[config.mk]
export PLATFORM = sky130hd
export DESIGN_NAME = fetch_unit_flat
export DESIGN_NICKNAME = d
export VERILOG_FILES = /design/src/rtl/fetch_unit_if.sv /design/src/rtl/fetch_unit.sv /design/src/flat_wrapper.sv
export SDC_FILE = /design/constraint.sdc
export NUM_CORES = 1
export LEC_CHECK = 0
export CAP_MARGIN = 10
export CELL_PAD_IN_SITES_DETAIL_PLACEMENT = 2
export CELL_PAD_IN_SITES_GLOBAL_PLACEMENT = 2
export CORE_MARGIN = 3
export CORE_UTILIZATION = 32
export CTS_BUF_LIST = sky130_fd_sc_hd__clkbuf_2 sky130_fd_sc_hd__clkbuf_4 sky130_fd_sc_hd__clkbuf_8
export DETAILED_ROUTE_END_ITERATION = 8
export PLACE_DENSITY = 0.86
export SYNTH_ARGS = -nofsm -noshare
export SYNTH_HDL_FRONTEND = slang
export SYNTH_SLANG_ARGS = --single-unit
[constraint.sdc]
create_clock -name Clock -period 2.8 [get_ports Clock]
set_input_delay 0.56 -clock Clock [delete_from_list [all_inputs] [get_ports Clock]]
set_output_delay 0.56 -clock Clock [all_outputs]
set_load 0.1 [all_outputs]
[src/rtl/fetch_unit_if.sv]
// Bus between the fetch sequencer, the program memory and the core.
// master: fetch_unit side; slave: memory/core/controller side.
interface fetch_unit_if #(
  parameter int unsigned ADDR_W = 16
);
  logic              Start;
  logic [ADDR_W-1:0] MemAddr;
  logic [15:0]       MemData;
  logic [15:0]       DIN;
  logic              Run;
  logic              Done;
  logic [ADDR_W-1:0] PC;
  logic              Busy;
  logic              Halted;
  logic              Fault;

  modport master (
    input  Start, MemData, Done,
    output MemAddr, DIN, Run, PC, Busy, Halted, Fault
  );

  modport slave (
    output Start, MemData, Done,
    input  MemAddr, DIN, Run, PC, Busy, Halted, Fault
  );
endinterface

[src/rtl/fetch_unit.sv]
// Instruction fetch sequencer: prefetches an instruction and its following word,
// feeds them to the core and advances the PC on Done, with halt and watchdog.
module fetch_unit #(
  parameter int unsigned       ADDR_W    = 16,
  parameter logic [ADDR_W-1:0] RESET_PC  = '0,
  parameter int unsigned       TIMEOUT   = 15,
  parameter logic [15:0]       HALT_WORD = 16'hFFFF
) (
  input logic          Clock,
  input logic          Resetn,
  fetch_unit_if.master bus
);

  localparam int unsigned WdogW = (TIMEOUT < 2) ? 1 : $clog2(TIMEOUT + 1);
  localparam int unsigned CntW  = WdogW + 1;

  typedef enum logic [3:0] {
    StIdle,
    StRd0,
    StRd1,
    StCap1,
    StIssue,
    StImm,
    StWait,
    StHalt,
    StFault
  } state_e;

  state_e            state_q, state_d;
  logic [ADDR_W-1:0] pc_q, pc_d;
  logic [15:0]       ir_q, ir_d;
  logic [15:0]       imm_q, imm_d;
  logic [WdogW-1:0]  wdog_q, wdog_d;
  logic              run_q, busy_q, halted_q, fault_q;

  logic [CntW-1:0]   wdog_inc;
  logic              timeout_hit;
  logic [ADDR_W-1:0] pc_next_instr;

  // Count in one extra bit so the compare against TIMEOUT cannot wrap.
  assign wdog_inc    = {1'b0, wdog_q} + CntW'(1);
  assign timeout_hit = (wdog_inc == CntW'(TIMEOUT));

  // mvi (low nibble 0001) consumes its immediate word as well.
  assign pc_next_instr = (ir_q[3:0] == 4'b0001) ? pc_q + ADDR_W'(2) : pc_q + ADDR_W'(1);

  always_comb begin
    state_d = state_q;
    pc_d    = pc_q;
    ir_d    = ir_q;
    imm_d   = imm_q;
    wdog_d  = wdog_q;
    case (state_q)
      StIdle, StHalt, StFault: begin
        if (bus.Start) begin
          pc_d    = RESET_PC;
          state_d = StRd0;
        end
      end
      StRd0: state_d = StRd1;
      StRd1: begin
        ir_d    = bus.MemData;
        state_d = StCap1;
      end
      StCap1: begin
        imm_d = bus.MemData;
        if (ir_q == HALT_WORD) begin
          state_d = StHalt;
        end else begin
          wdog_d  = '0;
          state_d = StIssue;
        end
      end
      StIssue: begin
        // Done in step 0 is a core protocol violation.
        if (bus.Done || timeout_hit) begin
          state_d = StFault;
        end else begin
          wdog_d  = wdog_inc[WdogW-1:0];
          state_d = StImm;
        end
      end
      StImm, StWait: begin
        if (bus.Done) begin
          pc_d    = pc_next_instr;
          state_d = StRd0;
        end else if (timeout_hit) begin
          state_d = StFault;
        end else begin
          wdog_d  = wdog_inc[WdogW-1:0];
          state_d = StWait;
        end
      end
      default: state_d = StIdle;
    endcase
  end

  always_ff @(posedge Clock or negedge Resetn) begin
    if (!Resetn) begin
      state_q  <= StIdle;
      pc_q     <= RESET_PC;
      ir_q     <= '0;
      imm_q    <= '0;
      wdog_q   <= '0;
      run_q    <= 1'b0;
      busy_q   <= 1'b0;
      halted_q <= 1'b0;
      fault_q  <= 1'b0;
    end else begin
      state_q  <= state_d;
      pc_q     <= pc_d;
      ir_q     <= ir_d;
      imm_q    <= imm_d;
      wdog_q   <= wdog_d;
      run_q    <= (state_d == StIssue) || (state_d == StImm) || (state_d == StWait);
      busy_q   <= !((state_d == StIdle) || (state_d == StHalt) || (state_d == StFault));
      halted_q <= (state_d == StHalt);
      fault_q  <= (state_d == StFault);
    end
  end

  always_comb begin
    bus.DIN = '0;
    case (state_q)
      StIssue:       bus.DIN = ir_q;
      StImm, StWait: bus.DIN = imm_q;
      default:       bus.DIN = '0;
    endcase
  end

  assign bus.MemAddr = (state_q == StRd1) ? pc_q + ADDR_W'(1) : pc_q;
  assign bus.PC      = pc_q;
  assign bus.Run     = run_q;
  assign bus.Busy    = busy_q;
  assign bus.Halted  = halted_q;
  assign bus.Fault   = fault_q;

endmodule

[src/flat_wrapper.sv]
// flat-port wrapper written by rule: the top's interface ports become plain ports
module fetch_unit_flat 
#(
  parameter int unsigned       ADDR_W    = 16,
  parameter logic [ADDR_W-1:0] RESET_PC  = '0,
  parameter int unsigned       TIMEOUT   = 15,
  parameter logic [15:0]       HALT_WORD = 16'hFFFF
)
  (Clock, Resetn, bus_Start, bus_MemData, bus_Done, bus_MemAddr, bus_DIN, bus_Run, bus_PC, bus_Busy, bus_Halted, bus_Fault);
  fetch_unit_if #(.ADDR_W(ADDR_W)) bus_i ();
  input logic Clock;
  input logic Resetn;
  input wire logic [$bits(bus_i.Start)-1:0] bus_Start;
  input wire logic [$bits(bus_i.MemData)-1:0] bus_MemData;
  input wire logic [$bits(bus_i.Done)-1:0] bus_Done;
  output wire logic [$bits(bus_i.MemAddr)-1:0] bus_MemAddr;
  output wire logic [$bits(bus_i.DIN)-1:0] bus_DIN;
  output wire logic [$bits(bus_i.Run)-1:0] bus_Run;
  output wire logic [$bits(bus_i.PC)-1:0] bus_PC;
  output wire logic [$bits(bus_i.Busy)-1:0] bus_Busy;
  output wire logic [$bits(bus_i.Halted)-1:0] bus_Halted;
  output wire logic [$bits(bus_i.Fault)-1:0] bus_Fault;
  assign bus_i.Start = bus_Start;
  assign bus_i.MemData = bus_MemData;
  assign bus_i.Done = bus_Done;
  assign bus_MemAddr = bus_i.MemAddr;
  assign bus_DIN = bus_i.DIN;
  assign bus_Run = bus_i.Run;
  assign bus_PC = bus_i.PC;
  assign bus_Busy = bus_i.Busy;
  assign bus_Halted = bus_i.Halted;
  assign bus_Fault = bus_i.Fault;
  fetch_unit #(.ADDR_W(ADDR_W), .RESET_PC(RESET_PC), .TIMEOUT(TIMEOUT), .HALT_WORD(HALT_WORD)) u_core (.Clock(Clock), .Resetn(Resetn), .bus(bus_i));
endmodule
==> metrics.cfg <==
[status]
status=finished, final reports clean

[setup_path]
regToRegStartpoint=u_core.wdog_q[0]
crit_required_ns=2.24
cp-end-kind=output port
crit_end=bus_MemAddr[15]
start_kind=register
timing.rr.end=u_core.bus.Busy
critical_path.max_fanout=3
critical_path_class=reg -> out
cp.arrival_ns=2.21
rrSetupSlack_ns=0.46
crit_start=u_core.state_q[0]
r2r_cells=6

[placement]
placed_cells=573
place_area_um2=4990
dp_hpwl_um=8900
place.gp.congestion=0.860
io_buffers=71

[logic_synthesis]
ys.flop_type=dfrtp_1
synth_nets=391
synth-async-reset-ratio_pct=100
ys_types=56
synthesis.area_um2=3430
netlist_top_cells_area=dfrtp_1, nand2_1, mux2_2, a22o_1, xnor2_1
avgSynthCellArea_um2=9.36
yosysTopAreaCell=dfrtp_1
synthesis.yosys.warnings=0
synth_edf_count=0
synth_top_cell_area_share_pct=43.7
syn_inst=367
synth-seq-area-share_pct=43.7
synth_seq_cells=60

[global_route]
grt_pass1_vias=3740
grt_max_degree=31
groute.usage.overall_pct=22.5
overflow=0
grt_pass1_wl_um=20600
antenna_found_initial=0

[timing]
fmax_mhz=361
setup_violations=0
slew_headroom_pct=50.7
final.period_utilization_pct=99.0
worst_pin_slew_ns=0.740
hold_viol=0
whs_ns=0.271
finalCriticalPeriod_ns=2.77
tns_ns=0
skew_ns=0.00969
rsz0062_at_grt=true
slew_violations=0

[die]
core_um2=10400
ios=72
initial_utilization_pct=33.1
dieArea_um2=12000
die_h_um=110
die_w_um=110
fp-row-count=37

[worst_hold_path]
hold_class=in -> async

[finish]
drive_above_1_share_pct=39.7
antenna_cells=0
area_delta_synth_final_pct=54.0
fin_area_um2=5290
final_cells=595
fin_nets=480

[pwr]
peakVddDrop_mv=0.713
powerDensity_nw_per_um2=1110
fin_total_pwr_mw=5.89
leakage_nw=2.29

[routing]
detail-route-antenna-nets=0
num_vias=3281
wl_um=12600
drcViolationCount=0
dr.pass1.iters=4
viasPerCell=5.51
wl_per_cell_um=21.2
dr.first_iter.drc_count=116

[clock_tree]
cts-root-buf=clkbuf_8
cts_tree=done
clkTransAtPathRegs_ns=0.07
cts.sinks=60
insertion_delay_ns=0.35
cts_buffers=9
ctsHtreeMaxLevel=3
cts.path.max_buffers=2

[job]
drv_cap=0

Yosys cell counts, drive strengths merged (2+ instances only):
library cell,instances
or4b,2
or4,3
a31oi,7
mux2i,6
o221ai,3
buf,12
o21ai,14
nand2b,2
nor4b,3
inv,7
nand3,6
a21oi,16
nand4,8
or2,3
nor3,7
a22o,18
and3,4
dfrtp,60
o41a,2
nand2,74
clkbuf,10
a2bb2oi,2
nor2,24
o31a,2
ha,4
xnor2,12
a41oi,4
a211oi,3
mux2,16
and2,2
nor2b,6
nand3b,2
xor2,7
or3,2
layout make-up:
class	instances	area, um2
repair buffers	100	1210
well taps	136	170
clock inverters	3	15.0
flip-flops and latches	60	1530
multi-input cells	278	2190
fillers	1058	5080
clock buffers	11	145
inverters	7	26.3
critical path, stage by stage (launching register included):
cell	delay (ns)
dfrtp_2	0.43
or4b_4	0.57
nor3_4	0.23
nand2_4	0.11
nor2_4	0.14
xor2_4	0.18
buf_12	0.19
repair_timing:
action | 4_1_cts | 5_1_grt
hold buffers | 0 | 0
buffers inserted | 4 | 4
endpoints found under the setup margin | 22 | 19
resized for setup | 15 | 8
pin swaps | 8 | 5
state kept, by name, summed over array words and instances (netlist names):
name and cells:
u_core.state_q 4, u_core.wdog_q 4, u_core.bus.Fault 1, u_core.ir_q 16
u_core.imm_q 16, u_core.bus.Halted 1, u_core.bus.PC 16, u_core.bus.Busy 1
u_core.bus.Run 1
layout by cell type (no fill, tap or decap), drive strengths merged, types with 3 or more instances in the layout:
| master | count |
|---|---|
| nand4 | 8 |
| o21ai | 14 |
| clkbuf | 11 |
| a22o | 18 |
| nor2b | 6 |
| nor4b | 3 |
| mux2 | 16 |
| a21oi | 16 |
| nand3 | 6 |
| a31oi | 7 |
| clkinv | 3 |
| nor2 | 24 |
| nand2 | 74 |
| xnor2 | 12 |
| nor3 | 7 |
| or4 | 3 |
| inv | 7 |
| xor2 | 7 |
| buf | 82 |
| o221ai | 3 |
| a41oi | 4 |
| clkdlybuf4s50 | 18 |
| a211oi | 3 |
| and3 | 4 |
| dfrtp | 60 |
| mux2i | 6 |
| or2 | 3 |
| ha | 4 |
stage by stage:
step                      util (%)  setup slack [ns]
final                         51.0            0.0275
after global routing          51.0           -0.0510
after CTS                     50.4          -0.00304
after detailed placement      48.1           0.00965
after global placement        48.1             0.198
after floorplan                  -           0.00345
how the worst min path moves through the flow:
stage	startpoint	endpoint	cells after the start
final	Resetn	u_core.ir_q[11]	1
after global routing	Resetn	u_core.ir_q[11]	1
after CTS	Resetn	u_core.bus.PC[1]	1
after detailed placement	u_core.imm_q[0]	u_core.imm_q[0]	1
after global placement	u_core.ir_q[6]	u_core.ir_q[6]	2
after floorplan	Resetn	u_core.bus.Busy	0
report_power, final:
part           internal, mW  leakage (nW)  total (mW)  switching, mW
Combinational          1.30          1.46        3.66           2.35
Clock                 0.340        0.0882       0.682          0.341
Sequential             1.21         0.741        1.55          0.348
per-layer routing:
layer	share of wire, %	wire [um]	vias up	GRT usage [%]
li1	-	-	1489	-
met1	41	5190	1680	27.5
met2	53	6630	82	39.5
met3	3.6	459	30	3.46
met4	2.7	337	0	9.26
met5	0	0	-	0
kinds of logic (layout without fill, tap and decap cells):
kind of cell	count (synthesis)	count (layout)	share of synthesized area (%)
AND/OR/NAND/NOR	151	151	21.9
multiplexers	22	22	6.99
buffers and inverters	29	121	3.57
AO/OA/AOI/OAI	81	81	17.2
XOR/XNOR	19	19	4.85
flip-flops	60	60	43.7
adder cells (fa/ha/maj)	5	5	1.75
No activity file was read; power rests on OpenSTA's default activity.
